## src/rtl/piso_pkg.sv

```systemverilog
// Shared types and constants for the PISO shifter.
// The PISO_PARITY_EN macro appends one even-parity bit to every frame.
package piso_pkg;

    typedef enum logic {
        IDLE  = 1'b0,
        SHIFT = 1'b1
    } state_e;

`ifdef PISO_PARITY_EN
    localparam int PARITY_BITS = 1;
`else
    localparam int PARITY_BITS = 0;
`endif

    // Bits needed to count down from n-1 to 0; never less than one bit.
    function automatic int cnt_width(input int n);
        return (n < 2) ? 1 : $clog2(n);
    endfunction

endpackage

```

## src/rtl/piso_bit_counter.sv

```systemverilog
// Loadable down-counter with a zero flag. It tracks the bits left in a frame.
// Load takes priority over decrement, and the count saturates at zero.
module piso_bit_counter
    import piso_pkg::*;
#(
    parameter int WIDTH = 8,
    localparam int CNT_W = cnt_width(WIDTH)
) (
    input  logic             clk,
    input  logic             reset_n,
    input  logic             load,
    input  logic             dec,
    input  logic [CNT_W-1:0] load_val,
    output logic             is_zero
);

    logic [CNT_W-1:0] cnt_q;
    logic [CNT_W-1:0] cnt_d;

    always_comb begin
        cnt_d = cnt_q;
        if (load) begin
            cnt_d = load_val;
        end else if (dec && (cnt_q != '0)) begin
            cnt_d = cnt_q - CNT_W'(1);
        end
    end

    always_ff @(posedge clk or negedge reset_n) begin
        if (!reset_n) begin
            cnt_q <= '0;
        end else begin
            cnt_q <= cnt_d;
        end
    end

    assign is_zero = (cnt_q == '0);

endmodule

```

## src/rtl/piso_shifter_ctrl.sv

```systemverilog
// Parallel-in/serial-out shifter with a valid/ready load, a frame-done pulse and back-to-back frames.
// Defining PISO_PARITY_EN appends an even-parity bit after the data bits.
module piso_shifter_ctrl
    import piso_pkg::*;
#(
    parameter int   WIDTH      = 8,
    parameter bit   LSB_FIRST  = 1'b0,
    parameter logic IDLE_LEVEL = 1'b0
) (
    input  logic             clk,
    input  logic             reset_n,
    input  logic             in_valid,
    output logic             in_ready,
    input  logic [WIDTH-1:0] in_data,
    input  logic             shift_en,
    output logic             ser_out,
    output logic             ser_valid,
    output logic             busy,
    output logic             done
);

    localparam int FRAME_BITS = WIDTH + PARITY_BITS;
    localparam int CNT_W      = cnt_width(FRAME_BITS);
    localparam logic [CNT_W-1:0] LAST_IDX = CNT_W'(FRAME_BITS - 1);

    // The parity bit sits at the tail end, so it reaches the head after the data bits.
    function automatic logic [FRAME_BITS-1:0] load_word(input logic [WIDTH-1:0] d);
`ifdef PISO_PARITY_EN
        if (LSB_FIRST) begin
            return {^d, d};
        end else begin
            return {d, ^d};
        end
`else
        return d;
`endif
    endfunction

    function automatic logic head_bit(input logic [FRAME_BITS-1:0] sr);
        return LSB_FIRST ? sr[0] : sr[FRAME_BITS-1];
    endfunction

    function automatic logic [FRAME_BITS-1:0] shift_once(input logic [FRAME_BITS-1:0] sr);
        return LSB_FIRST ? (sr >> 1) : (sr << 1);
    endfunction

    state_e                state_q, state_d;
    logic [FRAME_BITS-1:0] sr_q, sr_d;
    logic                  ser_out_q, ser_out_d;
    logic                  cnt_load, cnt_dec, cnt_zero;
    logic                  rdy_c, done_c;

    piso_bit_counter #(
        .WIDTH(FRAME_BITS)
    ) u_bit_counter (
        .clk     (clk),
        .reset_n (reset_n),
        .load    (cnt_load),
        .dec     (cnt_dec),
        .load_val(LAST_IDX),
        .is_zero (cnt_zero)
    );

    always_comb begin
        state_d  = state_q;
        sr_d     = sr_q;
        cnt_load = 1'b0;
        cnt_dec  = 1'b0;
        rdy_c    = 1'b0;
        done_c   = 1'b0;

        unique case (state_q)
            IDLE: begin
                rdy_c = 1'b1;
                if (in_valid) begin
                    sr_d     = load_word(in_data);
                    cnt_load = 1'b1;
                    state_d  = SHIFT;
                end
            end
            SHIFT: begin
                if (shift_en) begin
                    if (cnt_zero) begin
                        // Last bit consumed: the same edge may load the next word.
                        done_c = 1'b1;
                        rdy_c  = 1'b1;
                        if (in_valid) begin
                            sr_d     = load_word(in_data);
                            cnt_load = 1'b1;
                        end else begin
                            sr_d    = '0;
                            state_d = IDLE;
                        end
                    end else begin
                        sr_d    = shift_once(sr_q);
                        cnt_dec = 1'b1;
                    end
                end
            end
            default: begin
                state_d = IDLE;
            end
        endcase

        ser_out_d = (state_d == SHIFT) ? head_bit(sr_d) : IDLE_LEVEL;
    end

    always_ff @(posedge clk or negedge reset_n) begin
        if (!reset_n) begin
            state_q   <= IDLE;
            sr_q      <= '0;
            ser_out_q <= IDLE_LEVEL;
        end else begin
            state_q   <= state_d;
            sr_q      <= sr_d;
            ser_out_q <= ser_out_d;
        end
    end

    assign in_ready  = rdy_c & reset_n;
    assign done      = done_c;
    assign busy      = (state_q == SHIFT);
    assign ser_valid = busy;
    assign ser_out   = ser_out_q;

endmodule

```

## config.mk

```make
export PLATFORM = sky130hd
export DESIGN_NAME = piso_shifter_ctrl
export DESIGN_NICKNAME = d
export VERILOG_FILES = /design/src/rtl/piso_pkg.sv /design/src/rtl/piso_bit_counter.sv /design/src/rtl/piso_shifter_ctrl.sv
export SDC_FILE = /design/constraint.sdc
export NUM_CORES = 1
export LEC_CHECK = 0
export CAP_MARGIN = 0
export CORE_UTILIZATION = 50
export CTS_CLUSTER_DIAMETER = 150
export DETAILED_ROUTE_END_ITERATION = 10
export GPL_TIMING_DRIVEN = 1
export MAX_ROUTING_LAYER = met4
export PLACE_DENSITY = 0.79
export SETUP_SLACK_MARGIN = 0.15
export SLEW_MARGIN = 25
export SYNTH_ARGS = -nofsm -noshare
export SYNTH_HDL_FRONTEND = slang
export SYNTH_HIERARCHICAL = 1
export SYNTH_SLANG_ARGS = --single-unit
```

## constraint.sdc

```tcl
create_clock -name clk -period 5.1 [get_ports clk]
set_input_delay 1.02 -clock clk [delete_from_list [all_inputs] [get_ports clk]]
set_output_delay 1.02 -clock clk [all_outputs]
set_load 0.01 [all_outputs]
```

; ---- Word level (Yosys, flattened, before mapping)
; Index checks and enable logic that the tools add are counted.
[totals]
wordCells = 37
ff_bits = 13
out_inout_bits = 5
in_bits = 12
[op_classes]
bitwise_logic = 2
reduce_logical = 5
n_mux = 22
n_eq_ne = 2
addsub = 1
[op_table]
columns = op, count
row1 = $mux W8, 4
row2 = $pmux W8 S2, 1
row3 = $mux W1, 12
row4 = $mux W3, 2
row5 = $pmux W1 S2, 3
row6 = $ne A2 B2 Y1 const B, 2
row7 = $logic_not A3 Y1, 1
row8 = $reduce_bool A3 Y1, 1
row9 = $sub A3 B1 Y3 const B, 1
row10 = $reduce_and A2 Y1, 1
row11 = $reduce_bool A2 Y1, 1
row12 = $and A1 B1 Y1, 1
row13 = $logic_and A1 B1 Y1, 1
row14 = $not A1 Y1, 1

; ---- Logic depth before layout (Yosys ltp)
; Gate-level depths: netlist of run 1.
[logic_depth]
depth_word = 7
depth_mapped = 8
ltp_nobuf = 7

; ---- Hierarchy
; The synthesis of run 1 kept the hierarchy.
[modules_own_cells]
columns = module, area_each_um2, n_inst, cells_per_inst, seq_area_each_um2
row1 = piso_shifter_ctrl, 508.0, 1, 50, 250.2
row2 = piso_bit_counter, 207.7, 1, 19, 75.1

; ---- Least setup slack after synthesis of run 1
; Ideal clock, no wire load.
[synth_timing]
kind = input to output
start = input port shift_en
end = output port in_ready
t_arrival_ns = 1.509
n_path_buf = 1
slack_ns = 2.571
stages = 3
required_ns = 4.080
cell_sequence = a21bo_1 -> buf_6 -> and2_1
[synth_between]
elab_chain_len = 3
[synth_lines]
columns = item, line
row1 = from (decl), piso_shifter_ctrl.sv:15  ; input logic shift_en,
row2 = $mux W1, piso_shifter_ctrl.sv:82  ; if (shift_en) begin
row3 = $pmux W1 S2, piso_shifter_ctrl.sv:72  ; unique case (state_q)
row4 = $and A1 B1 Y1, piso_shifter_ctrl.sv:120  ; assign in_ready = rdy_c & reset_n;
row5 = to (decl), piso_shifter_ctrl.sv:13  ; output logic in_ready,
; Every way passes these cells.

; ---- Worst setup path in the final report of run 1
; Same ends and word-level chain as after synthesis.

==> out/metrics.yaml, run 1 <==
outcome:
  run_status: "finished, final reports clean"
cells_and_area:
  syn2layout_area_growth_pct: 24.3
  final_common_cell: "clkdlybuf4s50_1"
  diodes: 0
  drive_above_1_share_pct: 6.98
  fin_util_pct: 67.5
  final_cell_mix: "clkdlybuf4s50_1, dfrtp_1, a32oi_1"
  nets: 101
timing:
  rsz0062_at_grt: "no"
  setup_viol: 0
  tns_ns: 0
  fmax_mhz: 275
  min_period_over_period_pct: 71.3
  drv_slew: 0
  min_period_ns: 3.64
  hold_viol: 0
  fin_worst_skew_ns: 0.00324
global_route:
  grt_usage_pct: 22.6
  grt_first_pass_wirelength_mm: 2.27
  grt_start_max_net_pins: 15
  antenna_found_initial: 0
  grt_pass1_vias: 491
  overflow: 0
critical_path:
  crit_chain: "clkdlybuf4s50_1, a21bo_1, and2_1, clkdlybuf4s50_1"
  r2r_slack_ns: 2.81
  crit_cells: 4
  r2r-start: "u_bit_counter/cnt_q[0]"
  slowest_stage: "clkdlybuf4s50_1"
  slowest_delay_ns: 0.57
  ff2ff_path_depth: 7
  r2r_end: "u_bit_counter/cnt_q[0]"
  startpoint: "shift_en"
  crit_end: "in_ready"
  worstPathRequired_ns: 4.08
  crit_buf_inv: 2
  path_max_fanout: 11
  endpoint_kind: "primary output"
  critPathLaunchType: "input port"
  crit_arrival_ns: 2.62
  crit_top_cell: "clkdlybuf4s50_1"
  critical-path-top-delay-family: "buffers and inverters"
  setup.worst_path.class: "in2out"
detailed_routing:
  routed_via_density: 5.44
  vias: 549
  dr.pass1.iters: 3
  drt-initial-drc-count: 9
  wl_mm: 1.37
  postRouteAntennaNets: 0
  wl_per_cell_um: 13.6
  drc: 0
synthesis:
  synth_seq_area_share_pct: 45.5
  synth_top_area_share_pct: 45.5
  netlist_instances: 69
  synth_cell_types: 26
  synth_area_leaders: "dfrtp_1, a32oi_1, a21oi_1"
  ys_ff_latch: 13
  syn_avg_cell_area_um2: 10.4
  syn-cell-area_um2: 716
  yosys.area.top_type: "dfrtp_1"
  ys_warn_count: 6
die:
  coreArea_um2: 1320
  die_h_um: 39.8
  pin_count: 17
  initial_core_util_pct: 54.3
  rows: 13
  die_x_um: 39.8
  dieArea_um2: 1590
cts:
  cts_buffers: 3
  ctsLongestPathBuffers: 2
  cts_num_sinks: 13
  cts_setup_buffers: 0
  hold_buffers: 0
  path_clk_slew_ns: 0.08
  cts_max_level: 1
  cts_tree: "done"
  cts_resized: 0
  insertion_delay_ns: 0.27
  cts-root-buf: "clkbuf_4"
placed_design:
  portBuffers: 16
  gp_congestion: 0.807
  dp_hpwl_um: 976
power_and_ir_drop:
  p_sw_w: 0.000158
  p_leak_nw: 0.392
  pwr-share-comb_pct: 46.7
  finalPower_w: 0.000444
  p_int_w: 0.000285
  swShare_pct: 35.7
  seq_power_share_pct: 38.7
  vdd_drop_max_mv: 0.279
  pwr-share-clk_pct: 14.6
  powerDensity_nw_per_um2: 499
job:
  drv_cap: 0
min_path:
  hold_class: "reg2reg"
==> final cells by class <==
class | instances | area (um2)
multi-input combinational | 49 | 340
clock buffer | 4 | 26.3
timing repair buffer | 17 | 168
inverter | 3 | 11.3
sequential | 13 | 325
tap | 15 | 18.8
fill | 119 | 428
==> power by group through the flow <==
stage / Clock [W] / Sequential, W / Combinational, W
after floorplan: 0 / 0.000171 / 0.000162
after global placement: 0 / 0.000172 / 0.000203
after CTS: 0.0000656 / 0.000172 / 0.000209
after global routing: 0.0000696 / 0.000177 / 0.000232
final: 0.0000647 / 0.000172 / 0.000207
after detailed placement: 0 / 0.000174 / 0.000208
==> stage by stage <==
stage               worst slack, ns  cells  hold slack [ns]  instance area (um2)
floorplan                      2.57     71            0.440                  723
global placement               1.50     97            0.468                  863
detailed placement             1.48     97            0.496                  863
CTS                            1.47    101            0.514                  890
global route                   1.34    101            0.532                  890
finish                         1.46    101            0.509                  890
==> routing by layer <==
metal	global-route usage, %	share of wire, %	up-vias
li1	-	-	284
met1	31.0	50	254
met2	31.1	46	9
met3	5.11	2.6	2
met4	10.3	0.88	0
met5	-	0	-
==> flip-flops by register name (all words and copies together) (netlist names) <==
name and flops:
sr_q 8, u_bit_counter/cnt_q 3, busy 1, ser_out 1
==> cells in the mapped netlist, drive strengths merged <==
master,number
nor4b,3
a22o,1
a221o,3
buf,5
a22oi,1
o22ai,1
ha,2
nor2,6
and2,2
conb,1
clkbuf,1
a21bo,1
mux2,1
a32oi,7
nand2b,3
dfrtp,13
nand2,3
a21oi,6
and2b,1
and3,1
nor2b,2
mux2i,1
and3b,1
inv,3
==> worst min-delay path: stages (launching register included) <==
cell and delay [ns]:
dfrtp_1 0.37, nand2_1 0.05, nand2_1 0.06
==> worst min path at each step <==
stage | to | slack [ns] | depth (start not counted) | startpoint
global route | sr_q[7] | 0.53 | 2 | sr_q[7]
finish | sr_q[7] | 0.51 | 2 | sr_q[7]
floorplan | sr_q[7] | 0.44 | 2 | sr_q[7]
CTS | sr_q[0] | 0.51 | 1 | sr_q[0]
global placement | sr_q[7] | 0.47 | 2 | sr_q[7]
detailed placement | sr_q[0] | 0.50 | 1 | sr_q[0]
==> kinds of logic (layout without fill, tap and decap cells) <==
kind of cell	Yosys count	count (layout)	synth area share [%]
AOI/OAI and AO/OA	20	20	21.5
adders and majority gates	2	2	3.50
buffers and inverters	9	24	8.04
DFF	13	13	45.5
muxes	2	2	2.97
other	1	3	0.524
and+or+nand+nor	22	22	18.0
(Power assumes the default switching activity.)
==> inputs of run 2 (changes only) <==
--- a/config.mk
+++ b/config.mk
@@ -6,12 +6,12 @@
 export NUM_CORES = 1
 export LEC_CHECK = 0
 export CAP_MARGIN = 0
-export CORE_UTILIZATION = 50
+export CORE_UTILIZATION = 47
 export CTS_CLUSTER_DIAMETER = 150
 export DETAILED_ROUTE_END_ITERATION = 10
 export GPL_TIMING_DRIVEN = 1
 export MAX_ROUTING_LAYER = met4
-export PLACE_DENSITY = 0.79
+export PLACE_DENSITY = 0.75
 export SETUP_SLACK_MARGIN = 0.15
 export SLEW_MARGIN = 25
 export SYNTH_ARGS = -nofsm -noshare
==> constraint.sdc (replaced) <==
create_clock -name clk -period 3.4 [get_ports clk]
set_input_delay 0.68 -clock clk [delete_from_list [all_inputs] [get_ports clk]]
set_output_delay 0.68 -clock clk [all_outputs]
set_load 0.01 [all_outputs]
==> out/metrics.yaml, run 2 (synthesized netlist as in run 1, its figures left out) <==
power_and_ir_drop:
  finalPower_w: 0.000662
  p_sw_w: 0.000235
  pwr-share-comb_pct: 46.4
  pwr-share-clk_pct: 14.8
  seq_power_share_pct: 38.9
  vdd_drop_max_mv: 0.351
  powerDensity_nw_per_um2: 743
  p_int_w: 0.000427
  swShare_pct: 35.5
  p_leak_nw: 0.395
cells_and_area:
  multi_input_area_um2: 340
  syn2layout_area_growth_pct: 24.5
  regMostFlops: "sr_q"
  largest_register_ffs: 8
  fillCellCount: 127
  final_cell_mix: "clkdlybuf4s50_1, dfrtp_1, a32oi_1"
  final_common_cell: "clkdlybuf4s50_1"
  regArea_um2: 325
  finalInstanceArea_um2: 891
  nets: 101
  top_regs: "sr_q (8), u_bit_counter/cnt_q (3)"
  drive_above_1_share_pct: 8.14
  diodes: 0
critical_path:
  worstPathRequired_ns: 2.72
  r2r_end: "u_bit_counter/cnt_q[0]"
  r2r_slack_ns: 1.19
  crit_top_cell: "clkdlybuf4s50_1"
  crit_chain: "clkdlybuf4s50_1, a21bo_1, and2_1, clkdlybuf4s50_1"
  endpoint_kind: "primary output"
  slowest_delay_ns: 0.58
  path_max_fanout: 11
  setup.worst_path.class: "in2out"
  ff2ff_path_depth: 7
  slowest_stage: "clkdlybuf4s50_1"
  r2r-start: "u_bit_counter/cnt_q[0]"
  crit_arrival_ns: 2.28
  crit_buf_inv: 2
  critical-path-top-delay-family: "buffers and inverters"
  critPathLaunchType: "input port"
cts:
  cts_buffers: 3
  cts_setup_buffers: 0
  cts-root-buf: "clkbuf_4"
  cts_max_level: 1
  hold_buffers: 0
  cts_num_sinks: 13
  path_clk_slew_ns: 0.08
  insertion_delay_ns: 0.28
  cts_resized: 0
  cts_tree: "done"
  ctsLongestPathBuffers: 2
timing:
  drv_slew: 0
  hold_viol: 0
  min_period_over_period_pct: 87.0
  tns_ns: 0
  fmax_mhz: 338
  rsz0062_at_grt: "no"
  min_period_ns: 2.96
  fin_worst_skew_ns: 0.000952
  setup_viol: 0
placed_design:
  portBuffers: 16
  gp_congestion: 0.652
  dpl_cell_area_um2: 863
  dp_hpwl_um: 914
detailed_routing:
  vias: 564
  drt-initial-drc-count: 12
  dr.pass1.iters: 4
  drc: 0
  postRouteAntennaNets: 0
  wl_per_cell_um: 13.0
  wl_mm: 1.32
  routed_via_density: 5.58
global_route:
  grt_pass1_vias: 487
  grt_usage_pct: 20.7
  grt_start_max_net_pins: 14
  overflow: 0
  grt_first_pass_wirelength_mm: 2.04
  antenna_found_initial: 0
die:
  initial_core_util_pct: 52.4
  die_x_um: 41.0
  coreArea_um2: 1370
  dieArea_um2: 1680
  pin_count: 17
  die_h_um: 41.0
  rows: 13
min_path:
  whs_endpoint: "sr_q[7]"
  min_from: "sr_q[7]"
  worstHoldPathCells: 2
  hold_class: "reg2reg"
job:
  drv_cap: 0
outcome:
  run_status: "finished, final reports clean"
## run 2: cell types whose count changed in the layout (fill, tap and decap cells not counted), sizes merged
cell,before,now
clkbuf,4,3
clkinv,0,1
## run 2: stage by stage
step	hold slack (ns)	util, %	setup WS [ns]	std cells
2_1_floorplan	0.384	-	1.42	71
3_3_place_gp	0.463	63.2	0.477	97
3_5_place_dp	0.459	63.2	0.452	97
4_1_cts	0.480	65.2	0.436	101
5_1_grt	0.532	65.2	0.356	101
6_report	0.480	65.2	0.442	101
## run 2: power by group through the flow
stage	Clock, W	Combinational (W)	Sequential [W]
after floorplan	0	0.000243	0.000256
after global placement	0	0.000302	0.000258
after detailed placement	0	0.000308	0.000261
after CTS	0.000103	0.000311	0.000257
after global routing	0.000109	0.000346	0.000266
final	0.0000976	0.000307	0.000257
## run 2: cell type report
| cell class | instances | area share [%] |
|---|---|---|
| multi-input cells | 49 | 38.2 |
| flip-flops and latches | 13 | 36.5 |
| repair buffers | 17 | 18.8 |
| clock buffers | 3 | 2.53 |
| well taps | 15 | 2.11 |
| inverters | 3 | 1.26 |
| clock inverters | 1 | 0.562 |
## run 2: tightest hold or removal path, stage by stage (launching register included)
cell and delay [ns]:
dfrtp_1 0.35, nand2_1 0.05, nand2_1 0.05
## run 2: worst max path at each step
stage                     cells past startpoint       end                    from
after global placement                        4  in_ready                shift_en
after CTS                                     4  in_ready                shift_en
after floorplan                               6  in_ready  u_bit_counter/cnt_q[0]
after detailed placement                      4  in_ready                shift_en
final                                         4  in_ready                shift_en
after global routing                          4  in_ready                shift_en
## run 2: per-layer routing
| metal | GRT usage, % | routed length, um | up-vias |
|---|---|---|---|
| li1 | - | - | 284 |
| met1 | 26.3 | 637 | 259 |
| met2 | 27.3 | 579 | 17 |
| met3 | 9.78 | 79 | 4 |
| met4 | 10.0 | 21 | 0 |
| met5 | - | 0 | - |
